File: src/rtl/controle_fila_if.sv
// Button/switch inputs and fila-side strobes of controle_fila.
// master = controller side, slave = fila/board side.
interface controle_fila_if;
  logic       btn_enq_in, btn_deq_in;
  logic [7:0] sw_data_in, len_in;
  logic       enqueue_out, dequeue_out;
  logic [7:0] data_out;
  logic       full_out, empty_out;
  logic [7:0] reject_count_out;

  modport master (
    input  btn_enq_in, btn_deq_in, sw_data_in, len_in,
    output enqueue_out, dequeue_out, data_out, full_out, empty_out, reject_count_out
  );
  modport slave (
    output btn_enq_in, btn_deq_in, sw_data_in, len_in,
    input  enqueue_out, dequeue_out, data_out, full_out, empty_out, reject_count_out
  );
endinterface

File: src/rtl/controle_fila.sv
// Push-button enqueue/dequeue controller for a downstream fila.
// Optional debounce filter enabled by macro CONTROLE_FILA_DEBOUNCE_EN.
module controle_fila_btn #(
  parameter int unsigned DEBOUNCE_CYCLES = 100
) (
  input  logic clock_10KHz,
  input  logic reset,
  input  logic raw,
  output logic rise
);
  logic [1:0] sync;
  logic       filt, filt_q;

  if (DEBOUNCE_CYCLES == 0) begin : g_cfg_err
    $error("DEBOUNCE_CYCLES must be at least 1");
  end

  always_ff @(posedge clock_10KHz)
    if (reset) sync <= '0;
    else       sync <= {sync[0], raw};

`ifdef CONTROLE_FILA_DEBOUNCE_EN
  localparam int CW = $clog2(DEBOUNCE_CYCLES + 1);
  logic [CW-1:0] cnt;

  // counter only runs while the synchronized sample disagrees with the level
  always_ff @(posedge clock_10KHz)
    if (reset) begin
      cnt  <= '0;
      filt <= 1'b0;
    end else if (sync[1] == filt) begin
      cnt  <= '0;
    end else if (cnt == CW'(DEBOUNCE_CYCLES - 1)) begin
      cnt  <= '0;
      filt <= sync[1];
    end else begin
      cnt  <= cnt + CW'(1);
    end
`else
  assign filt = sync[1];
`endif

  always_ff @(posedge clock_10KHz)
    if (reset) filt_q <= 1'b0;
    else       filt_q <= filt;

  assign rise = filt & ~filt_q;
endmodule

module controle_fila #(
  parameter int unsigned FILA_DEPTH      = 8,
  parameter int unsigned DEBOUNCE_CYCLES = 100
) (
  input  logic             clock_10KHz,
  input  logic             reset,
  controle_fila_if.master  fila
);
  typedef enum logic [1:0] {IDLE, ENQ, DEQ, HOLD} state_t;

  state_t     state, nxt;
  logic [1:0] raw, rise;                 // [0] enqueue, [1] dequeue
  logic       enq_pend, deq_pend, enq_pend_n, deq_pend_n;
  logic       enq_req, deq_req, latch, full, empty;
  logic       enq_q, deq_q;
  logic [7:0] data_q, rej_q;
  logic [1:0] drops, rej_inc;
  logic [8:0] rej_sum;

  assign raw = {fila.btn_deq_in, fila.btn_enq_in};

  for (genvar i = 0; i < 2; i++) begin : g_btn
    controle_fila_btn #(.DEBOUNCE_CYCLES(DEBOUNCE_CYCLES)) u_btn (
      .clock_10KHz (clock_10KHz),
      .reset       (reset),
      .raw         (raw[i]),
      .rise        (rise[i])
    );
  end

  assign full    = 32'(fila.len_in) >= FILA_DEPTH;
  assign empty   = fila.len_in == 8'd0;
  assign enq_req = rise[0] | enq_pend;
  assign deq_req = rise[1] | deq_pend;
  // a new edge on a button whose pending slot is occupied is lost
  assign drops   = {1'b0, rise[0] & enq_pend} + {1'b0, rise[1] & deq_pend};

  always_comb begin
    nxt        = state;
    enq_pend_n = enq_pend | rise[0];
    deq_pend_n = deq_pend | rise[1];
    latch      = 1'b0;
    rej_inc    = drops;
    case (state)
      IDLE: begin
        enq_pend_n = 1'b0;
        deq_pend_n = 1'b0;
        if (enq_req) begin
          deq_pend_n = deq_req;          // dequeue waits behind enqueue
          if (full) rej_inc = drops + 2'd1;
          else begin
            nxt   = ENQ;
            latch = 1'b1;
          end
        end else if (deq_req) begin
          if (empty) rej_inc = drops + 2'd1;
          else       nxt = DEQ;
        end
      end
      ENQ, DEQ: nxt = HOLD;
      default:  nxt = IDLE;              // HOLD gives len_in a cycle to settle
    endcase
  end

  assign rej_sum = {1'b0, rej_q} + 9'(rej_inc);

  always_ff @(posedge clock_10KHz)
    if (reset) begin
      state    <= IDLE;
      enq_pend <= 1'b0;
      deq_pend <= 1'b0;
      data_q   <= '0;
      enq_q    <= 1'b0;
      deq_q    <= 1'b0;
      rej_q    <= '0;
    end else begin
      state    <= nxt;
      enq_pend <= enq_pend_n;
      deq_pend <= deq_pend_n;
      if (latch) data_q <= fila.sw_data_in;
      enq_q    <= nxt == ENQ;
      deq_q    <= nxt == DEQ;
      rej_q    <= rej_sum[8] ? 8'hFF : rej_sum[7:0];
    end

  assign fila.enqueue_out      = enq_q;
  assign fila.dequeue_out      = deq_q;
  assign fila.data_out         = data_q;
  assign fila.full_out         = full;
  assign fila.empty_out        = empty;
  assign fila.reject_count_out = rej_q;
endmodule

File: src/flat_wrapper.sv
// flat-port wrapper written by rule: the top's interface ports become plain ports
module controle_fila_flat 
#(
  parameter int unsigned FILA_DEPTH      = 8,
  parameter int unsigned DEBOUNCE_CYCLES = 100
)
  (clock_10KHz, reset, fila_btn_enq_in, fila_btn_deq_in, fila_sw_data_in, fila_len_in, fila_enqueue_out, fila_dequeue_out, fila_data_out, fila_full_out, fila_empty_out, fila_reject_count_out);
  controle_fila_if fila_i ();
  input  logic clock_10KHz;
  input  logic reset;
  input wire logic [$bits(fila_i.btn_enq_in)-1:0] fila_btn_enq_in;
  input wire logic [$bits(fila_i.btn_deq_in)-1:0] fila_btn_deq_in;
  input wire logic [$bits(fila_i.sw_data_in)-1:0] fila_sw_data_in;
  input wire logic [$bits(fila_i.len_in)-1:0] fila_len_in;
  output wire logic [$bits(fila_i.enqueue_out)-1:0] fila_enqueue_out;
  output wire logic [$bits(fila_i.dequeue_out)-1:0] fila_dequeue_out;
  output wire logic [$bits(fila_i.data_out)-1:0] fila_data_out;
  output wire logic [$bits(fila_i.full_out)-1:0] fila_full_out;
  output wire logic [$bits(fila_i.empty_out)-1:0] fila_empty_out;
  output wire logic [$bits(fila_i.reject_count_out)-1:0] fila_reject_count_out;
  assign fila_i.btn_enq_in = fila_btn_enq_in;
  assign fila_i.btn_deq_in = fila_btn_deq_in;
  assign fila_i.sw_data_in = fila_sw_data_in;
  assign fila_i.len_in = fila_len_in;
  assign fila_enqueue_out = fila_i.enqueue_out;
  assign fila_dequeue_out = fila_i.dequeue_out;
  assign fila_data_out = fila_i.data_out;
  assign fila_full_out = fila_i.full_out;
  assign fila_empty_out = fila_i.empty_out;
  assign fila_reject_count_out = fila_i.reject_count_out;
  controle_fila #(.FILA_DEPTH(FILA_DEPTH), .DEBOUNCE_CYCLES(DEBOUNCE_CYCLES)) u_core (.clock_10KHz(clock_10KHz), .reset(reset), .fila(fila_i));
endmodule
File: config.mk
export PLATFORM = sky130hd
export DESIGN_NAME = controle_fila_flat
export DESIGN_NICKNAME = d
export VERILOG_FILES = /design/src/rtl/controle_fila_if.sv /design/src/rtl/controle_fila.sv /design/src/flat_wrapper.sv
export SDC_FILE = /design/constraint.sdc
export NUM_CORES = 1
export LEC_CHECK = 0
export BUFFER_PORTS_ARGS = -buffer_cell sky130_fd_sc_hd__buf_2
export CAP_MARGIN = 25
export CELL_PAD_IN_SITES_DETAIL_PLACEMENT = 2
export CELL_PAD_IN_SITES_GLOBAL_PLACEMENT = 2
export CORE_ASPECT_RATIO = 2
export CORE_UTILIZATION = 27
export DETAILED_ROUTE_END_ITERATION = 10
export GPL_TIMING_DRIVEN = 0
export HOLD_SLACK_MARGIN = 0.05
export MAX_ROUTING_LAYER = met4
export PLACE_DENSITY = 0.74
export RECOVER_POWER = 50
export SKIP_LAST_GASP = 1
export SLEW_MARGIN = 15
export SYNTH_ARGS = -nofsm -noshare
export SYNTH_HDL_FRONTEND = slang
export SYNTH_SLANG_ARGS = --single-unit
File: constraint.sdc
create_clock -name clock_10KHz -period 2.3 [get_ports clock_10KHz]
set_input_delay 0.115 -clock clock_10KHz [delete_from_list [all_inputs] [get_ports clock_10KHz]]
set_output_delay 0.115 -clock clock_10KHz [all_outputs]
set_load 0.02 [all_outputs]
## Yosys cells after proc, flatten, opt, wreduce, memory -nomap -nowiden

Index checks and enable logic that the tools add are counted.

| operators by class | value |
|---|---|
| add/subtract/negate cells | 3 |
| magnitude comparators | 1 |
| eq/ne operators | 4 |
| mux-type cells | 16 |
| bitwise gates (word level) | 8 |
| reductions and logical operators | 4 |

Operators with widths:

| operator | number |
|---|---|
| 2-to-1 mux 2 bit | 9 |
| adder 8 x 2 -> 9 bit | 1 |
| >= comparator 8 x 4 -> 1 bit, second input constant | 1 |
| zero test 8 bit | 1 |
| 2-to-1 mux 8 bit | 1 |
| 2-to-1 mux 1 bit | 5 |
| bitwise AND 1 bit | 4 |
| equality test 2 x 1 -> 1 bit, second input constant | 2 |
| equality test 2 bit, second input constant | 2 |
| one-hot mux 2 bit (2 select lines) | 1 |
| OR reduction 2 bit | 2 |
| adder 1 x 1 -> 2 bit | 1 |
| adder 2 x 1 -> 2 bit, second input constant | 1 |
| zero test 2 bit | 1 |
| inverter 1 bit | 2 |
| bitwise OR 1 bit | 2 |

| word-level totals | value |
|---|---|
| register bits | 28 |
| input port bits | 20 |
| output and inout bits | 20 |
| word-level logic and storage cells | 47 |

## Logic depth before layout (Yosys ltp)

Gate-level depths: netlist (run 1).

| logic depth | value |
|---|---|
| depth after elaboration | 11 |
| gate-level depth with buffers | 12 |
| gate-level depth less buffers | 12 |

## Cells and area by module

Synthesis (run 1) repeated with hierarchy kept, for this count alone.

| unflattened totals | value |
|---|---|
| cell total of the unflattened synthesis | 124 |
| area total of the unflattened synthesis | 1,229.9 um^2 |

By module, submodules not included:

| module | instances | cells each | area an instance (um^2) | seq. area each (um^2) |
|---|---|---|---|---|
| controle_fila | 1 | 110 | 1,054.8 | 440.4 |
| controle_fila_btn | 2 | 7 | 87.6 | 60.1 |

## Worst setup path before layout (run 1)

No wires, ideal clock.

| timing | value |
|---|---|
| kind | register to register |
| from | register u_core.g_btn[0].u_btn.sync[1] |
| to | register u_core.rej_q[4] (netlist: u_core.fila.reject_count_out[4]) |
| setup time | 0.071 ns |
| arrival time | 2.244 ns |
| data required time | 2.229 ns |
| path slack | -0.014 ns |
| cell stages (with the launch flop) | 12 |
| path buffers | 0 |
| period minus slack after synthesis | 2.314 ns |
| cells stage by stage | dfxtp_1 nor2b_1 nor2_2 mux2_2 nand2_1 xnor2_1 ha_1 fa_1 nand2_1 nor2_1 or2_2 a21oi_1 |

| between the ends | value |
|---|---|
| word-level cells in the longest chain between the ends | 10 |
| elaborated cells between the ends (all ways) | 12 |
| those cells by class | add/sub: 3; mux: 6; bitwise: 3 |

RTL lines:

| what | line | RTL |
|---|---|---|
| from (decl) | controle_fila.sv:11 | `logic [1:0] sync;` |
| from (signal assigned) | controle_fila.sv:20 | `else sync <= {sync[0], raw};` |
| bitwise AND 1 bit (*) | controle_fila.sv:47 | `assign rise = filt & ~filt_q;` |
| bitwise AND 1 bit | controle_fila.sv:85 | `assign drops = {1'b0, rise[0] & enq_pend} + {1'b0, rise[1] & deq_pend};` |
| adder 1 x 1 -> 2 bit | controle_fila.sv:85 |  |
| adder 2 x 1 -> 2 bit | controle_fila.sv:99, controle_fila.sv:105 |  |
| 2-to-1 mux 2 bit | controle_fila.sv:105 | `if (empty) rej_inc = drops + 2'd1;` |
| 2-to-1 mux 2 bit | controle_fila.sv:104 | `end else if (deq_req) begin` |
| 2-to-1 mux 2 bit | controle_fila.sv:97 | `if (enq_req) begin` |
| 2-to-1 mux 2 bit (*) | controle_fila.sv:93 | `case (state)` |
| adder 8 x 2 -> 9 bit (*) | controle_fila.sv:114 | `assign rej_sum = {1'b0, rej_q} + 9'(rej_inc);` |
| 2-to-1 mux 8 bit (*) | controle_fila.sv:132 | `rej_q <= rej_sum[8] ? 8'hFF : rej_sum[7:0];` |
| to (signal assigned) | controle_fila.sv:132 |  |
| to (decl) | controle_fila.sv:65 | `logic [7:0] data_q, rej_q;` |

Mark *: on every way between the ends. The rest lies on a longest branch, timed or not.
A chain may end at the register's enable or synchronous reset.

## Worst setup path after layout (run 1)

| timing | value |
|---|---|
| from | register u_core.g_btn[1].u_btn.sync[1] |
| to | register u_core.rej_q[6] (netlist: u_core.fila.reject_count_out[6]) |

| between the ends | value |
|---|---|
| word-level cells in the longest chain between the ends | 10 |
| elaborated cells between the ends (all ways) | 12 |
| those cells by class | add/sub: 3; mux: 6; bitwise: 3 |

RTL lines:

| what | line |
|---|---|
| from (decl) | controle_fila.sv:11 |
| from (signal assigned) | controle_fila.sv:20 |
| bitwise AND 1 bit (*) | controle_fila.sv:47 |
| bitwise AND 1 bit | controle_fila.sv:85 |
| adder 1 x 1 -> 2 bit | controle_fila.sv:85 |
| adder 2 x 1 -> 2 bit | controle_fila.sv:99, controle_fila.sv:105 |
| 2-to-1 mux 2 bit | controle_fila.sv:105 |
| 2-to-1 mux 2 bit | controle_fila.sv:104 |
| 2-to-1 mux 2 bit | controle_fila.sv:97 |
| 2-to-1 mux 2 bit (*) | controle_fila.sv:93 |
| adder 8 x 2 -> 9 bit (*) | controle_fila.sv:114 |
| 2-to-1 mux 8 bit (*) | controle_fila.sv:132 |

Marked as above.

==> results of run 1 <==
where the power goes:
| part | total, mW | internal (mW) | switching (mW) |
|---|---|---|---|
| sequential | 0.557 | 0.524 | 0.0332 |
| combinational | 0.351 | 0.148 | 0.204 |
| clock | 0.391 | 0.233 | 0.158 |
sequential cells by signal (all words and copies together), names as in the netlist:
register	count
u_core.deq_pend	1
u_core.fila.data_out	8
u_core.enq_pend	1
u_core.fila.reject_count_out	8
u_core.g_btn.u_btn.sync	4
u_core.fila.enqueue_out	1
u_core.state	2
u_core.g_btn.u_btn.filt_q	2
u_core.fila.dequeue_out	1
worst max-delay path by stage:
stage	slack, ns	from	depth (start not counted)	to
after floorplan	0.01	u_core.g_btn[0].u_btn.sync[1]$_SDFF_PP0_	11	u_core.fila.reject_count_out[0]$_SDFF_PP0_
after global placement	-0.28	u_core.g_btn[0].u_btn.sync[1]$_SDFF_PP0_	11	u_core.fila.reject_count_out[0]$_SDFF_PP0_
after global routing	-0.17	u_core.g_btn[0].u_btn.sync[1]$_SDFF_PP0_	12	u_core.fila.reject_count_out[6]$_SDFF_PP0_
after detailed placement	-0.41	u_core.g_btn[0].u_btn.sync[1]$_SDFF_PP0_	11	u_core.fila.reject_count_out[4]$_SDFF_PP0_
after CTS	-0.09	u_core.g_btn[1].u_btn.sync[1]$_SDFF_PP0_	11	u_core.fila.reject_count_out[7]$_SDFF_PP0_
final	-0.04	u_core.g_btn[1].u_btn.sync[1]$_SDFF_PP0_	12	u_core.fila.reject_count_out[6]$_SDFF_PP0_
worst register-to-register path: stages, from the launching register on:
cell and delay, ns:
dfxtp_2 0.33, nor2b_4 0.12, o211a_1 0.20, mux2_4 0.31, a21oi_4 0.16, a31oi_4 0.06, buf_6 0.14, fa_2 0.37
nand2_2 0.09, nor2_4 0.05, buf_4 0.15, and4b_1 0.16, nor3_1 0.12
logic make-up (layout without fill, tap and decap cells):
| group | after synthesis | count (layout) |
|---|---|---|
| muxes | 9 | 9 |
| DFF | 28 | 28 |
| adders and majority gates | 7 | 7 |
| AOI/OAI and AO/OA | 21 | 21 |
| and+or+nand+nor | 51 | 51 |
| xor gates and xnor gates | 3 | 3 |
| buffers and inverters | 12 | 65 |
metrics by stage:
stage                     std cells  utilization (%)  hold WS, ns  total power [mW]
after CTS                       235             37.7       0.0514              1.27
after global routing            239             40.2       0.0730              1.37
after floorplan                 131                -        0.243             0.759
after detailed placement        224             33.6        0.332             0.846
final                           239             40.2       0.0601              1.30
after global placement          224             33.6        0.322             0.821
final cells by class:
| cell class | count | area (um2) |
|---|---|---|
| clock buffers | 3 | 41.3 |
| fillers | 522 | 2750 |
| clock inverters | 1 | 30.0 |
| flip-flops and latches | 28 | 567 |
| well taps | 55 | 68.8 |
| plain buffers | 5 | 30.0 |
| multi-input cells | 91 | 800 |
| repair buffers | 49 | 287 |
| inverters | 7 | 26.3 |
placed cells by master (no fill, tap or decap), types with 2 or more instances in the layout:
cell type	n
a31oi_1	2
nor2b_1	6
nor2_4	2
buf_2	38
a31oi_4	2
nor3b_2	2
dfxtp_2	2
nand2_2	3
mux2i_1	8
clkbuf_8	3
ha_1	4
inv_1	7
buf_6	4
nor3_2	2
a21oi_2	4
xnor2_1	2
nor3_1	5
and2_4	2
nor2b_4	2
or2_4	2
dfxtp_1	25
nand2_1	3
nor2_1	13
nor4_2	2
buf_4	7
clkbuf_1	2
a21oi_1	4
repair_timing:
| action | 4_1_cts | 5_1_grt |
|---|---|---|
| setup endpoints to repair | 8 | 8 |
| gates resized for setup | 18 | 18 |
| hold buffers | 1 | 0 |
| hold endpoints to repair | 1 | 0 |
| gates cloned | 0 | 0 |
| pin swaps | 17 | 12 |
| buffers inserted | 6 | 4 |
layer usage:
| layer | vias to the layer above | part of all wire (%) | GRT usage, % |
|---|---|---|---|
| li1 | 559 | - | - |
| met1 | 570 | 36 | 14.5 |
| met2 | 24 | 61 | 33.4 |
| met3 | 5 | 2.5 | 1.83 |
| met4 | 0 | 1.1 | 5.13 |
| met5 | - | 0 | - |
==> impl_metrics.yaml, run 1 <==
place:
  place_area_mm2: 0.00154
  gp_congestion: 0.760
  pre_cts_ws_ns: -0.407
  port_buffers: 38
  hpwl_um: 2660
hold_path:
  hp-start: "fila_btn_deq_in"
  min_path_type: "input port to register"
  worstHoldPathCells: 2
  hold_path_end: "u_core.g_btn[1].u_btn.sync[0]$_SDFF_PP0_"
worst_setup_path:
  r2r_end: "u_core.fila.reject_count_out[6]$_SDFF_PP0_"
  cp.arrival_ns: 2.55
  crit_family: "simple AND/OR/NAND/NOR gates"
  max_stage_delay_ns: 0.37
  cp_max_fo: 4
  worst_setup_path_start_kind: "register"
  worstPathRequired_ns: 2.51
  criticalPathCategory: "register to register"
  r2r-start: "u_core.g_btn[1].u_btn.sync[1]$_SDFF_PP0_"
  reg2reg_setup_slack_ns: -0.04
  worst-path-buf-inv: 2
  reg2reg_depth: 12
  end_kind: "register"
  critPathSlowestCell: "fa_2"
  cp_cell_sequence: "nor2b_4 -> o211a_1 -> mux2_4 -> a21oi_4 -> a31oi_4 -> buf_6 -> fa_2 -> nand2_2 -> nor2_4 -> buf_4 -> and4b_1 -> nor3_1"
logic_synthesis:
  synth_seq_cells: 28
  ys_async_sr_fraction_pct: 0
  syn_area_mm2: 0.00128
  synth_common_cells: "dfxtp_1, nor2_1, a21oi_1"
  yosys.area_share.simple_pct: 23.5
  synth-compound-area-share_pct: 11.9
  synth_nets: 158
  yosysSeqAreaShare_pct: 43.7
  synth.mux.area_fraction_pct: 7.13
  synth_top_area_share_pct: 43.7
  synth_cell_types: 40
  synthCells: 131
  synth_top_family_by_area: "simple AND/OR/NAND/NOR gates"
  yosys_warnings: 0
  synthFlopType: "dfxtp_1"
  synth_area_leader_cell: "dfxtp_1"
  synthAdderAreaFrac_pct: 7.42
  yosys-top-cells-area: "dfxtp_1, mux2i_1, ha_1"
  synth_xor_area_share_pct: 2.05
  synth_most_common_cell: "dfxtp_1"
  syn_area_per_cell_um2: 9.78
  synth_edf_count: 0
routing:
  wire_per_inst_um: 16.2
  vias: 1158
  drtIter0Drc: 4
  vias_per_cell: 4.85
  ant_nets: 0
  drc: 0
  wl_um: 3860
  firstDrtPassIters: 4
die:
  boundaryPins: 40
  row_count: 35
  fp.dieW_um: 50.7
  start_util_pct: 27.9
  core_area_mm2: 0.00460
  die_y_um: 99.4
  design.die.area_mm2: 0.00504
timing:
  fin_skew_ns: 0.00686
  setup_viol: 4
  fin_crit_ns: 2.34
  grt_setup_unrepaired: "yes"
  min_period_over_period_pct: 102
  drv_slew: 0
  finalWorstSetupSlack_ns: -0.0392
  relSlewSlack_pct: 60.9
  worst_pin_slew_ns: 0.587
  hold_violations: 0
  fmax_ghz: 0.428
  finalSetupTns_ns: -0.0941
cells_and_area:
  finalInstanceArea_mm2: 0.00185
  drive_gt1_share_pct: 49.5
  finalNetCount: 212
  area_growth_syn_to_layout_pct: 44.3
  diodes: 0
grt:
  grt_pass1_vias: 1285
  grt_pass1_wl_um: 5980
  globalRouteOverflowTotal: 0
  grtUsageTotal_pct: 16.3
  grt_max_degree: 17
  antenna_found_initial: 0
clock_tree:
  clkLatencyLatePin_ns: 0.28
  cts_buffer_depth: 2
  cts_max_level: 1
  cts_root_buf: "clkbuf_8"
  cts_made_buffers: 3
  tritoncts: "yes"
  clkSinkCount: 28
  cts.clk_slew.worst_paths_ns: 0.10
power:
  peakVddDrop_v: 0.000520
  powerDensity_mw_per_mm2: 703
  p_leak_nw: 0.867
status:
  violations: "negative setup slack"
  outcome: "finished, violations left"
job:
  drv_cap: 0
Note: power is estimated with default switching activity, not from simulation.
==> run 2: changes to the inputs <==
Clock period 2.3 ns to 2 ns, I/O delays scaled along.
==> impl_metrics.yaml, run 2 (synthesis gave the netlist of run 1 again) <==
clock_tree:
  cts_max_level: 1
  cts_root_buf: "clkbuf_8"
  tritoncts: "yes"
  clkSinkCount: 28
  clkLatencyLatePin_ns: 0.28
  cts_made_buffers: 3
  cts.clk_slew.worst_paths_ns: 0.10
  cts_buffer_depth: 2
worst_setup_path:
  max_stage_delay_ns: 0.38
  reg2reg_setup_slack_ns: -0.31
  r2r_end: "u_core.fila.reject_count_out[7]$_SDFF_PP0_"
  worst_setup_path_start_kind: "register"
  reg2reg_depth: 12
  cp.arrival_ns: 2.46
  cp_cell_sequence: "nor2b_4 -> o211a_1 -> mux2_4 -> nand2_4 -> xnor2_2 -> ha_2 -> fa_2 -> nand2_2 -> nor2_4 -> buf_4 -> nor3b_2 -> nor3_1"
  crit_family: "simple AND/OR/NAND/NOR gates"
  worst-path-buf-inv: 1
  r2r-start: "u_core.g_btn[1].u_btn.sync[1]$_SDFF_PP0_"
  end_kind: "register"
  cp_max_fo: 5
  critPathSlowestCell: "fa_2"
  criticalPathCategory: "register to register"
  worstPathRequired_ns: 2.15
grt:
  grt_pass1_wl_um: 5850
  grtUsageTotal_pct: 16.1
  globalRouteOverflowTotal: 0
  grt_pass1_vias: 1315
  grt_max_degree: 16
  antenna_found_initial: 0
die:
  row_count: 35
  boundaryPins: 40
  fp.dieW_um: 50.7
  core_area_mm2: 0.00460
  die_y_um: 99.4
  design.die.area_mm2: 0.00504
  start_util_pct: 27.9
place:
  pre_cts_ws_ns: -0.430
  place_area_mm2: 0.00158
  port_buffers: 38
  gp_congestion: 0.687
  hpwl_um: 2660
cells_and_area:
  drive_gt1_share_pct: 42.6
  fill_cells: 531
  final_cell_mix: "buf_2, dfxtp_1, clkbuf_1, nor2_1, mux2i_1"
  finalNetCount: 211
  finalInstanceArea_mm2: 0.00181
  area_growth_syn_to_layout_pct: 41.1
  diodes: 0
job:
  drv_cap: 0
hold_path:
  hp-start: "fila_sw_data_in[2]"
  min_path_type: "input port to register"
  worstHoldPathCells: 3
  hold_path_end: "u_core.fila.data_out[2]$_SDFFE_PP0P_"
timing:
  hold_violations: 0
  fin_skew_ns: 0.00862
  min_period_over_period_pct: 116
  worst_pin_slew_ns: 0.564
  finalWorstSetupSlack_ns: -0.313
  drv_slew: 0
  setup_viol: 8
  relSlewSlack_pct: 62.4
  fmax_ghz: 0.432
  grt_setup_unrepaired: "yes"
  finalSetupTns_ns: -2.32
  fin_crit_ns: 2.31
routing:
  drtIter0Drc: 1
  wl_um: 3650
  vias_per_cell: 4.84
  firstDrtPassIters: 4
  ant_nets: 0
  drc: 0
  wire_per_inst_um: 15.3
  vias: 1153
status:
  outcome: "finished, violations left"
  violations: "negative setup slack"
power:
  powerDensity_mw_per_mm2: 753
  peakVddDrop_v: 0.000361
  p_leak_nw: 0.802
-- run 2: changes by cell type in the layout (fill, tap and decap cells not counted), sizes merged --
cell / before / now
dlygate4sd3: 1 / 2
bufinv: 1 / 0
buf: 50 / 36
clkbuf: 6 / 19
-- run 2: power by group --
| group | switching (mW) | internal [mW] |
|---|---|---|
| sequential | 0.0352 | 0.600 |
| combinational | 0.215 | 0.154 |
| clock | 0.181 | 0.177 |
| total | 0.430 | 0.931 |
-- run 2: through the flow --
step	hold WS (ns)	utilization (%)	power, mW	std cells
final	0.0473	39.3	1.36	238
after floorplan	0.228	-	0.880	131
after global routing	0.0506	39.3	1.45	238
after global placement	0.319	34.3	0.955	224
after CTS	0.0533	38.1	1.36	234
after detailed placement	0.320	34.3	0.981	224
-- run 2: final cells by class --
type / count / area, um2 / share of cell area (%)
buffer: 5 / 30.0 / 1.66
multi-input combinational: 91 / 802 / 44.4
inverter: 7 / 26.3 / 1.45
tap: 55 / 68.8 / 3.81
sequential: 28 / 563 / 31.1
timing repair buffer: 48 / 263 / 14.5
clock buffer: 4 / 55.1 / 3.04
-- run 2: worst max path at each step --
stage / depth (start not counted) / end / start / slack [ns]
after floorplan: 11 / u_core.fila.reject_count_out[4]$_SDFF_PP0_ / u_core.g_btn[0].u_btn.sync[1]$_SDFF_PP0_ / -0.1
after global placement: 10 / u_core.fila.reject_count_out[0]$_SDFF_PP0_ / u_core.g_btn[1].u_btn.sync[1]$_SDFF_PP0_ / -0.33
after detailed placement: 12 / u_core.fila.reject_count_out[4]$_SDFF_PP0_ / fila_len_in[4] / -0.43
after CTS: 11 / u_core.fila.reject_count_out[4]$_SDFF_PP0_ / u_core.g_btn[1].u_btn.sync[1]$_SDFF_PP0_ / -0.38
after global routing: 12 / u_core.fila.reject_count_out[7]$_SDFF_PP0_ / u_core.g_btn[0].u_btn.sync[1]$_SDFF_PP0_ / -0.46
final: 12 / u_core.fila.reject_count_out[7]$_SDFF_PP0_ / u_core.g_btn[1].u_btn.sync[1]$_SDFF_PP0_ / -0.31
-- run 2: tightest hold or removal path: cells and delay by family --
family,cells,cell delay [ns]
and+or+nand+nor,1,0.07
muxes,1,0.05
buffers and inverters,1,0.07
-- run 2: routing by layer --
| metal | track usage [%] | part of all wire [%] |
|---|---|---|
| met1 | 13.5 | 33 |
| met2 | 32.9 | 62 |
| met3 | 1.38 | 2.9 |
| met4 | 7.69 | 2.0 |
| met5 | - | 0 |
-- run 2: repair_timing --
action	CTS	global route
buffers inserted	4	4
pin swaps	17	10
setup endpoints to repair	8	8
hold buffers	2	0
endpoints found under the hold margin	2	0
gates resized for setup	15	11
==> run 3: changes to the inputs <==
Settings changed: CORE_UTILIZATION 27 to 29, PLACE_DENSITY 0.74 to 0.75.
Clock period 2 ns to 2.6 ns, I/O delays scaled along.
==> impl_metrics.yaml, run 3 (synthesis gave the netlist of run 1 again) <==
die:
  boundaryPins: 40
  start_util_pct: 30.7
  design.die.area_mm2: 0.00470
  core_area_mm2: 0.00417
  die_y_um: 96
  fp.dieW_um: 49
  row_count: 33
place:
  pre_cts_ws_ns: -0.0739
  gp_congestion: 0.756
  dp.cells: 221
  hpwl_um: 2710
  port_buffers: 38
  place_area_mm2: 0.00154
routing:
  ant_nets: 0
  drc: 0
  firstDrtPassIters: 2
  vias: 1122
  wl_um: 3490
  drtIter0Drc: 15
  vias_per_cell: 4.94
  wire_per_inst_um: 15.4
timing:
  whs_ns: 0.0617
  finalWorstSetupSlack_ns: 0.139
  finalSetupTns_ns: 0
  fmax_ghz: 0.406
  min_period_over_period_pct: 94.7
  setup_viol: 0
  fin_crit_ns: 2.46
  fin_skew_ns: 0.00766
  drv_slew: 0
  hold_violations: 0
  worst_pin_slew_ns: 0.571
  relSlewSlack_pct: 61.9
clock_tree:
  cts.clk_slew.worst_paths_ns: 0.10
  tritoncts: "yes"
  cts_made_buffers: 3
  cts_buffer_depth: 2
  clkLatencyLatePin_ns: 0.28
  cts_root_buf: "clkbuf_8"
  cts_max_level: 1
  clkSinkCount: 28
  cts_hold_buf: 0
worst_setup_path:
  cp_cell_sequence: "nor2b_2 -> and2_1 -> ha_1 -> xnor2_2 -> ha_2 -> fa_2 -> nand2_2 -> nor2_4 -> buf_4 -> nor3b_4 -> nor3_2"
  startpoint: "u_core.g_btn[1].u_btn.sync[1]$_SDFF_PP0_"
  worst_setup_path_start_kind: "register"
  critPathSlowestCell: "fa_2"
  worstPathRequired_ns: 2.75
  crit_family: "adder cells"
  max_stage_delay_ns: 0.41
  r2r-start: "u_core.g_btn[1].u_btn.sync[1]$_SDFF_PP0_"
  worst-path-buf-inv: 1
  criticalPathCategory: "register to register"
  cp_max_fo: 5
  end_kind: "register"
  cp.arrival_ns: 2.61
power:
  powerDensity_mw_per_mm2: 603
  power_mw: 1.01
  p_leak_nw: 0.739
  peakVddDrop_v: 0.000311
cells_and_area:
  register_area_um2: 563
  final_cell_mix: "dfxtp_1, buf_2, clkbuf_1, nor2_1, mux2i_1"
  multi_input_area_um2: 752
  final-instance-count-excl-fill: 227
  finalInstanceArea_mm2: 0.00167
  postLayoutCoreUtil_pct: 40.1
  mostFrequentLayoutCell: "dfxtp_1"
  finalNetCount: 204
  fill_cells: 486
  diodes: 0
  area_growth_syn_to_layout_pct: 30.4
  drive_gt1_share_pct: 34.3
grt:
  antenna_found_initial: 0
  grt_pass1_wl_um: 5710
  grt_pass1_vias: 1248
  grtUsageTotal_pct: 16.5
  globalRouteOverflowTotal: 0
  grt_max_degree: 15
hold_path:
  min_path_type: "input port to register"
  hp-start: "fila_btn_enq_in"
job:
  drv_cap: 0
status:
  outcome: "finished clean"
==> run 3: changes by cell type in the layout (fill, tap and decap cells not counted), sizes merged <==
cell,before,now
clkbuf,19,22
dlygate4sd3,2,0
buf,36,27
==> run 3: layout make-up <==
cell class,count,share of cell area [%]
clock buffer,3,2.47
sequential,28,33.7
multi-input combinational,91,45.0
buffer,5,1.80
tap,52,3.90
inverter,7,1.57
timing repair buffer,41,11.5
==> run 3: what timing repair did <==
item	in CTS	in global routing
resized for setup	3	20
hold endpoints to repair	0	0
pin swaps	2	11
setup endpoints to repair	6	7
buffers inserted	1	2
==> run 3: power breakdown <==
group	switching, mW	leakage [nW]	internal [mW]
clock	0.135	0.0216	0.104
combinational	0.167	0.489	0.113
sequential	0.0257	0.228	0.462
==> run 3: path summary, 6_finish.rpt <==
kind	to	slack, ns	depth (start not counted)
worst max-delay path	u_core.fila.reject_count_out[7]$_SDFF_PP0_	0.14	11
worst min-delay path	u_core.g_btn[0].u_btn.sync[0]$_SDFF_PP0_	0.06	2
worst max register to register	u_core.fila.reject_count_out[7]$_SDFF_PP0_	0.14	11
worst min register to register	u_core.g_btn[1].u_btn.sync[1]$_SDFF_PP0_	0.46	1
==> run 3: per-layer routing <==
metal	global-route usage, %	vias up	part of all wire, %
met1	14.9	551	35
met3	1.74	5	2.9
met5	-	-	0
met4	6.86	0	1.6
li1	-	534	-
met2	33.8	32	60
